==> src/rtl/tone_monitor.sv <==
`default_nettype none
// +----------------------------------------------------------------------+
// | Module   : tone_monitor                                              |
// | Purpose  : per-channel zero-crossing period/peak checker that counts |
// |            periods outside programmable frequency/amplitude windows. |
// | Revision : 1.0  initial release                                      |
// +----------------------------------------------------------------------+
module tone_monitor #(
    parameter int NUM_CH       = 2,
    parameter int DATA_W       = 16,
    parameter int CNT_W        = 8,
    parameter int ERR_W        = 16,
    parameter int SETTLE_XINGS = 10,
    parameter int HYST         = 0,
    parameter int TIMEOUT      = 4096
) (
    input  logic                     clk,
    input  logic                     rst,
    input  logic                     start,
    input  logic                     abort,
    input  logic                     smpl_vld,
    input  logic [NUM_CH*DATA_W-1:0] smpl,
    input  logic [15:0]              test_len,
    input  logic [CNT_W-1:0]         min_cnt,
    input  logic [CNT_W-1:0]         max_cnt,
    input  logic [DATA_W-1:0]        min_ampl,
    input  logic [DATA_W-1:0]        max_ampl,
    output logic                     busy,
    output logic                     done,
    output logic                     pass,
    output logic [NUM_CH*ERR_W-1:0]  freq_err,
    output logic [NUM_CH*ERR_W-1:0]  ampl_err
);

    localparam int c_TO_W = $clog2(TIMEOUT + 2);
    localparam int c_SX_W = (SETTLE_XINGS < 2) ? 1 : $clog2(SETTLE_XINGS + 1);
    localparam logic [c_TO_W-1:0]        c_TIMEOUT  = c_TO_W'(TIMEOUT);
    localparam logic [c_SX_W-1:0]        c_SETTLE   = c_SX_W'(SETTLE_XINGS);
    localparam logic signed [DATA_W-1:0] c_NEG_HYST = DATA_W'(-HYST);

    typedef enum logic [1:0] {
        G_IDLE = 2'd0,
        G_RUN  = 2'd1,
        G_DONE = 2'd2
    } g_state_t;

    typedef enum logic [1:0] {
        CH_IDLE  = 2'd0,
        CH_ARMED = 2'd1,
        CH_MEAS  = 2'd2,
        CH_FIN   = 2'd3
    } ch_state_t;

    g_state_t          r_gstate;
    logic              r_busy;
    logic              r_done;
    logic              w_launch;
    logic [NUM_CH-1:0] w_ch_fin;

    // abort overrides start; start is only honoured outside RUN
    assign w_launch = start && !abort && (r_gstate != G_RUN);

    always_ff @(posedge clk) begin
        if (rst || abort) begin
            r_gstate <= G_IDLE;
            r_busy   <= 1'b0;
            r_done   <= 1'b0;
        end else begin
            case (r_gstate)
                G_RUN: begin
                    if (&w_ch_fin) begin
                        r_gstate <= G_DONE;
                        r_busy   <= 1'b0;
                        r_done   <= 1'b1;
                    end
                end
                default: begin
                    if (start) begin
                        r_gstate <= G_RUN;
                        r_busy   <= 1'b1;
                        r_done   <= 1'b0;
                    end
                end
            endcase
        end
    end

    assign busy = r_busy;
    assign done = r_done;
    assign pass = r_done && (freq_err == '0) && (ampl_err == '0);

    generate
        for (genvar ch = 0; ch < NUM_CH; ch++) begin : g_ch
            ch_state_t                r_state;
            logic                     r_neg;
            logic                     r_chk;
            logic [CNT_W-1:0]         r_cnt;
            logic signed [DATA_W-1:0] r_peak;
            logic [c_SX_W-1:0]        r_xings;
            logic [c_TO_W-1:0]        r_arm;
            logic [16:0]              r_smp;
            logic [ERR_W-1:0]         r_freq_err;
            logic [ERR_W-1:0]         r_ampl_err;

            logic signed [DATA_W-1:0] w_s;
            logic signed [DATA_W-1:0] w_peak_max;
            logic                     w_below;
            logic                     w_xing;
            logic                     w_freq_bad;
            logic                     w_ampl_bad;
            logic                     w_settled;
            logic                     w_timeout;
            logic                     w_len_done;
            logic [CNT_W-1:0]         w_cnt_inc;
            logic [c_SX_W-1:0]        w_xings_nxt;
            logic [c_TO_W-1:0]        w_arm_nxt;
            logic [16:0]              w_smp_nxt;
            logic [ERR_W-1:0]         w_freq_up;
            logic [ERR_W-1:0]         w_ampl_up;

            assign w_s         = smpl[ch*DATA_W +: DATA_W];
            assign w_below     = (w_s < c_NEG_HYST);
            assign w_xing      = r_neg && !w_s[DATA_W-1];
            // the crossing sample closes its own period: measure with it included
            assign w_cnt_inc   = (r_cnt == '1) ? r_cnt : r_cnt + CNT_W'(1);
            assign w_peak_max  = (w_s > r_peak) ? w_s : r_peak;
            assign w_freq_bad  = (w_cnt_inc < min_cnt) || (w_cnt_inc > max_cnt);
            assign w_ampl_bad  = (w_peak_max < $signed(min_ampl)) ||
                                 (w_peak_max > $signed(max_ampl));
            assign w_xings_nxt = r_xings + c_SX_W'(1);
            assign w_settled   = w_xing && (w_xings_nxt == c_SETTLE);
            assign w_arm_nxt   = r_arm + c_TO_W'(1);
            assign w_timeout   = (w_arm_nxt > c_TIMEOUT);
            assign w_smp_nxt   = r_smp + 17'd1;
            assign w_len_done  = (w_smp_nxt >= {1'b0, test_len});
            assign w_freq_up   = (r_freq_err == '1) ? r_freq_err : r_freq_err + ERR_W'(1);
            assign w_ampl_up   = (r_ampl_err == '1) ? r_ampl_err : r_ampl_err + ERR_W'(1);

            assign w_ch_fin[ch]                 = (r_state == CH_FIN);
            assign freq_err[ch*ERR_W +: ERR_W]  = r_freq_err;
            assign ampl_err[ch*ERR_W +: ERR_W]  = r_ampl_err;

            always_ff @(posedge clk) begin
                if (rst || abort || w_launch) begin
                    r_state    <= (rst || abort) ? CH_IDLE : CH_ARMED;
                    r_neg      <= 1'b0;
                    r_chk      <= 1'b0;
                    r_cnt      <= '0;
                    r_peak     <= '0;
                    r_xings    <= '0;
                    r_arm      <= '0;
                    r_smp      <= '0;
                    r_freq_err <= '0;
                    r_ampl_err <= '0;
                end else if (smpl_vld && (r_state != CH_IDLE)) begin
                    r_cnt  <= w_xing ? '0 : w_cnt_inc;
                    r_peak <= w_xing ? '0 : w_peak_max;
                    if (w_xing) begin
                        r_neg <= 1'b0;
                    end else if (w_below) begin
                        r_neg <= 1'b1;
                    end
                    case (r_state)
                        CH_ARMED: begin
                            r_arm <= w_arm_nxt;
                            if (w_xing) begin
                                r_xings <= w_xings_nxt;
                            end
                            // the entering crossing is the first measured sample
                            if (w_settled) begin
                                r_smp <= 17'd1;
                                if (test_len <= 16'd1) begin
                                    r_state    <= CH_FIN;
                                    r_freq_err <= w_freq_up;
                                end else begin
                                    r_state <= CH_MEAS;
                                end
                            end else if (w_timeout) begin
                                r_state    <= CH_FIN;
                                r_freq_err <= w_freq_up;
                            end
                        end
                        CH_MEAS: begin
                            r_smp <= w_smp_nxt;
                            if (w_xing) begin
                                r_chk <= 1'b1;
                                if (w_freq_bad) begin
                                    r_freq_err <= w_freq_up;
                                end
                                if (w_ampl_bad) begin
                                    r_ampl_err <= w_ampl_up;
                                end
                            end
                            if (w_len_done) begin
                                r_state <= CH_FIN;
                                if (!w_xing && !r_chk) begin
                                    r_freq_err <= w_freq_up;
                                end
                            end
                        end
                        default: ;
                    endcase
                end
            end
        end
    endgenerate

endmodule
`default_nettype wire
==> config.mk <==
export PLATFORM = sky130hd
export DESIGN_NAME = tone_monitor
export DESIGN_NICKNAME = d
export VERILOG_FILES = /design/src/rtl/tone_monitor.sv
export SDC_FILE = /design/constraint.sdc
export NUM_CORES = 1
export LEC_CHECK = 0
export BUFFER_PORTS_ARGS = -buffer_cell sky130_fd_sc_hd__buf_4
export CAP_MARGIN = 20
export CORE_MARGIN = 8
export CORE_UTILIZATION = 35
export CTS_BUF_LIST = sky130_fd_sc_hd__clkbuf_16
export DETAILED_ROUTE_END_ITERATION = 10
export HOLD_SLACK_MARGIN = 0.08
export SKIP_CTS_REPAIR_TIMING = 1
export SLEW_MARGIN = 20
export SYNTH_ARGS = -nofsm -noshare
export SYNTH_HDL_FRONTEND = slang
export SYNTH_SLANG_ARGS = --single-unit
==> constraint.sdc <==
create_clock -name clk -period 6.5 [get_ports clk]
set_input_delay 0.65 -clock clk [delete_from_list [all_inputs] [get_ports clk]]
set_output_delay 0.65 -clock clk [all_outputs]
set_load 0.02 [all_outputs]
==> metrics.csv <==
stage,metric,value,unit
cts,cts_buffers,17,
routing,wire_per_inst,16.7,um
finish,final_cell_mix,"nor2_1, dfxtp_1, ha_1, buf_4, inv_1",
synthesis,netlist_area,0.0137,sq mm
finish,multiInputGateArea,0.00920,sq mm
finish,final_cells,2372,
critical_path,crit_path_end_kind,flop,
finish,nNetsFinal,2121,
synthesis,synth_top_area_cell,dfxtp_1,
synthesis,synth-simple-area-share,0.247,
synthesis,synthTopCellsByArea,"dfxtp_1, ha_1, nor2_1",
critical_path,critPathArrivalTime,5840,ps
global_routing,track_usage,0.167,
sta,hold_violations,0,
power,power,2.60,mW
cts,clk_pin_slew,80,ps
synthesis,synth-seq-area-share,0.280,
critical_path,r2r_cells,18,
power,leakagePower,6.76,nW
placed_design,dp_hpwl,30600,um
synthesis,synth_top_area_frac,0.271,
critical_path,required,6890,ps
hold_path,hold_class,reg2reg,
run,max-cap-violations,0,
critical_path,crit_path_max_fanout,15,
synthesis,synth-edff-count,4,
die,die_area,0.0458,sq mm
synthesis,synthFlopType,dfxtp_1,
cts,clockBufferDepth,2,
placed_design,dp.cells,2337,
global_routing,antenna_found_initial,4,
critical_path,cp_common_cell,a21o_1,
synthesis,ys_types,69,
routing,dr.first_iter.drc_count,778,
finish,finish.utilization,0.414,
synthesis,synth_top_family_by_area,simple AND/OR/NAND/NOR gates,
synthesis,muxShareOfSynthArea,0.0333,
synthesis,syn_inst,1702,
sta,fin_tns_setup,0,ps
finish,drive_gt1_frac,0.143,
synthesis,async_reset_ff_frac,0,
synthesis,synth_fa_ha_area_frac,0.166,
global_routing,grt_pass1_wl,64300,um
sta,finClkSkew,18.7,ps
critical_path,path_depth,18,
critical_path,crit_chain,"inv_1, ha_1, nand4_1, or3_1, a21o_1, nand4b_1, and2_1, mux2_2, ha_1, a21o_1, a21o_1, a21oi_1, o211ai_1, a21o_1, o311ai_2, nand2b_1, or4_1, nand2_1",
critical_path,slowest_stage,o311ai_2,
sta,relSlewSlack,0.398,
cts,cts_num_sinks,190,
sta,tightest_slew,893,ps
cts,cts_root_buf,clkbuf_16,
critical_path,r2r_slack,1050,ps
finish,final.fill_count,4005,
routing,drt.antenna.violating_nets,0,
synthesis,synth-seq-cells,190,
placed_design,place_congestion,0.859,
placed_design,port_buffers,167,
critical_path,crit_buf_inv,1,
synthesis,yosysWarningCount,0,
finish,final_cell_area,0.0160,sq mm
power,powerDensity,162,mW/mm^2
hold_path,hold_start,g_ch[1].r_chk$_SDFFE_PP0P_,
sta,layout_min_cycle_time,5450,ps
sta,finalSetupViolations,0,
routing,dr.pass1.iters,5,
critical_path,critPathLaunch,g_ch[1].r_peak[11]$_SDFFE_PP0P_,
sta,rsz0062_at_grt,false,
cts,clk_latency,450,ps
placed_design,place_area,0.0155,sq mm
synthesis,synth-xor-area-share,0.0573,
global_routing,first_global_vias,12309,
routing,detail_route.drc_violations,0,
die,die_w,214,um
die,die_height,214,um
critical_path,cp_top_family,simple AND/OR/NAND/NOR gates,
run_status,status,"complete, no violations",
critical_path,start_kind,flop,
routing,wirelength,39500,um
critical_path,crit_path_max_incr_delay,760,ps
sta,fin_crit_sh,0.838,
global_routing,grt_overflow,0,
cts,h-tree-depth,4,
synthesis,syn_nets,1985,
synthesis,synth_compound_area_frac,0.166,
finish,register_area,0.00384,sq mm
cts,cts_tree,done,
synthesis,syn-mean-instance-area,8.07,sq um
sta,fmax,184,MHz
routing,vias_per_cell,5.32,
critical_path,critical_path_class,reg2reg,
routing,vias,12628,
sta,finalMaxSlewViolations,0,
die,core_area,0.0387,sq mm
power,ir_drop,0.179,mV
die,pin_count,168,
global_routing,grt_max_degree,69,
die,rows,72,
finish,area_delta_synth_final,16.9,%
critical_path,reg2reg_from,g_ch[1].r_peak[11]$_SDFFE_PP0P_,
hold_path,hold_depth,2,
die,start_util,0.355,
==> registers in the layout (all words and copies together) (netlist names) <==
register	flops
g_ch.r_state	4
g_ch.r_freq_err	32
g_ch.r_cnt	16
g_ch.r_chk	2
g_ch.r_arm	26
g_ch.r_smp	34
r_gstate	2
g_ch.r_ampl_err	32
g_ch.r_neg	2
g_ch.r_xings	8
g_ch.r_peak	32
==> layout make-up <==
type,count,share of cell area
clock inverter,15,0.00819
sequential,190,0.239
antenna,3,0.000468
clock buffer,17,0.0265
tap,518,0.0404
inverter,123,0.0288
timing repair buffer,177,0.0828
multi-input combinational,1329,0.573
==> worst reg2reg max path, stage by stage (launching register included) <==
cell	delay, ps
dfxtp_1	360
inv_1	60
ha_1	310
nand4_1	210
or3_1	410
a21o_1	170
nand4b_1	130
and2_1	600
mux2_2	460
ha_1	300
a21o_1	180
a21o_1	170
a21oi_1	150
o211ai_1	120
a21o_1	180
o311ai_2	760
nand2b_1	240
or4_1	520
nand2_1	80
==> metal layers <==
| layer | vias up | global-route usage | wire length [um] |
|---|---|---|---|
| met5 | - | 0 | 0 |
| met4 | 0 | 0.0498 | 824 |
| met3 | 44 | 0.0310 | 1590 |
| met2 | 248 | 0.282 | 18800 |
| met1 | 5947 | 0.214 | 18300 |
| li1 | 6389 | - | - |
==> logic make-up (layout without fill, tap and decap cells) <==
| group | count (synthesis) | after routing |
|---|---|---|
| other | 0 | 3 |
| adder cells (fa/ha/maj) | 182 | 182 |
| flip-flops | 190 | 190 |
| buffers and inverters | 183 | 332 |
| XOR/XNOR | 89 | 89 |
| AO/OA/AOI/OAI | 362 | 362 |
| multiplexers | 41 | 41 |
| AND/OR/NAND/NOR | 655 | 655 |
==> cells in the mapped netlist (all sizes together), types with 3 or more instances <==
cell type and number:
a31o 6, nand4 61, clkbuf 54, edfxtp 4, a22oi 49, mux2i 6, nand2b 15, a211oi 12
a21o 28, and4 14, ha 182, a31oi 9, nor2b 18, mux2 35, xor2 56, o21ai 65
buf 6, o41ai 5, or2 6, xnor2 33, nand3b 15, nor3b 3, nor4b 4, o21bai 6
o21a 22, and2 17, o211ai 13, nand3 73, or4 8, inv 123, nand2 112, nor2 186
nor3 29, or3 27, a21oi 121, and3 39, nor4 22, dfxtp 186, o31ai 11
==> path summary, 6_finish.rpt <==
check | end
setup / recovery | g_ch[1].r_ampl_err[9]$_SDFFE_PP0P_
hold / removal | g_ch[1].r_chk$_SDFFE_PP0P_
setup reg to reg | g_ch[1].r_ampl_err[9]$_SDFFE_PP0P_
hold reg to reg | g_ch[1].r_chk$_SDFFE_PP0P_
==> metrics by stage <==
step,worst slack [ps],hold slack (ps)
3_5_place_dp,724,436
6_report,1050,447
4_1_cts,1060,445
2_1_floorplan,1570,422
3_3_place_gp,771,432
5_1_grt,631,473
==> report_power, final <==
part / internal (mW) / switching, mW / leakage [nW]
sequential: 1.17 / 0.00483 / 1.54
combinational: 0.166 / 0.232 / 4.95
clock: 0.504 / 0.523 / 0.264
Power figures use the tool's default switching activity.
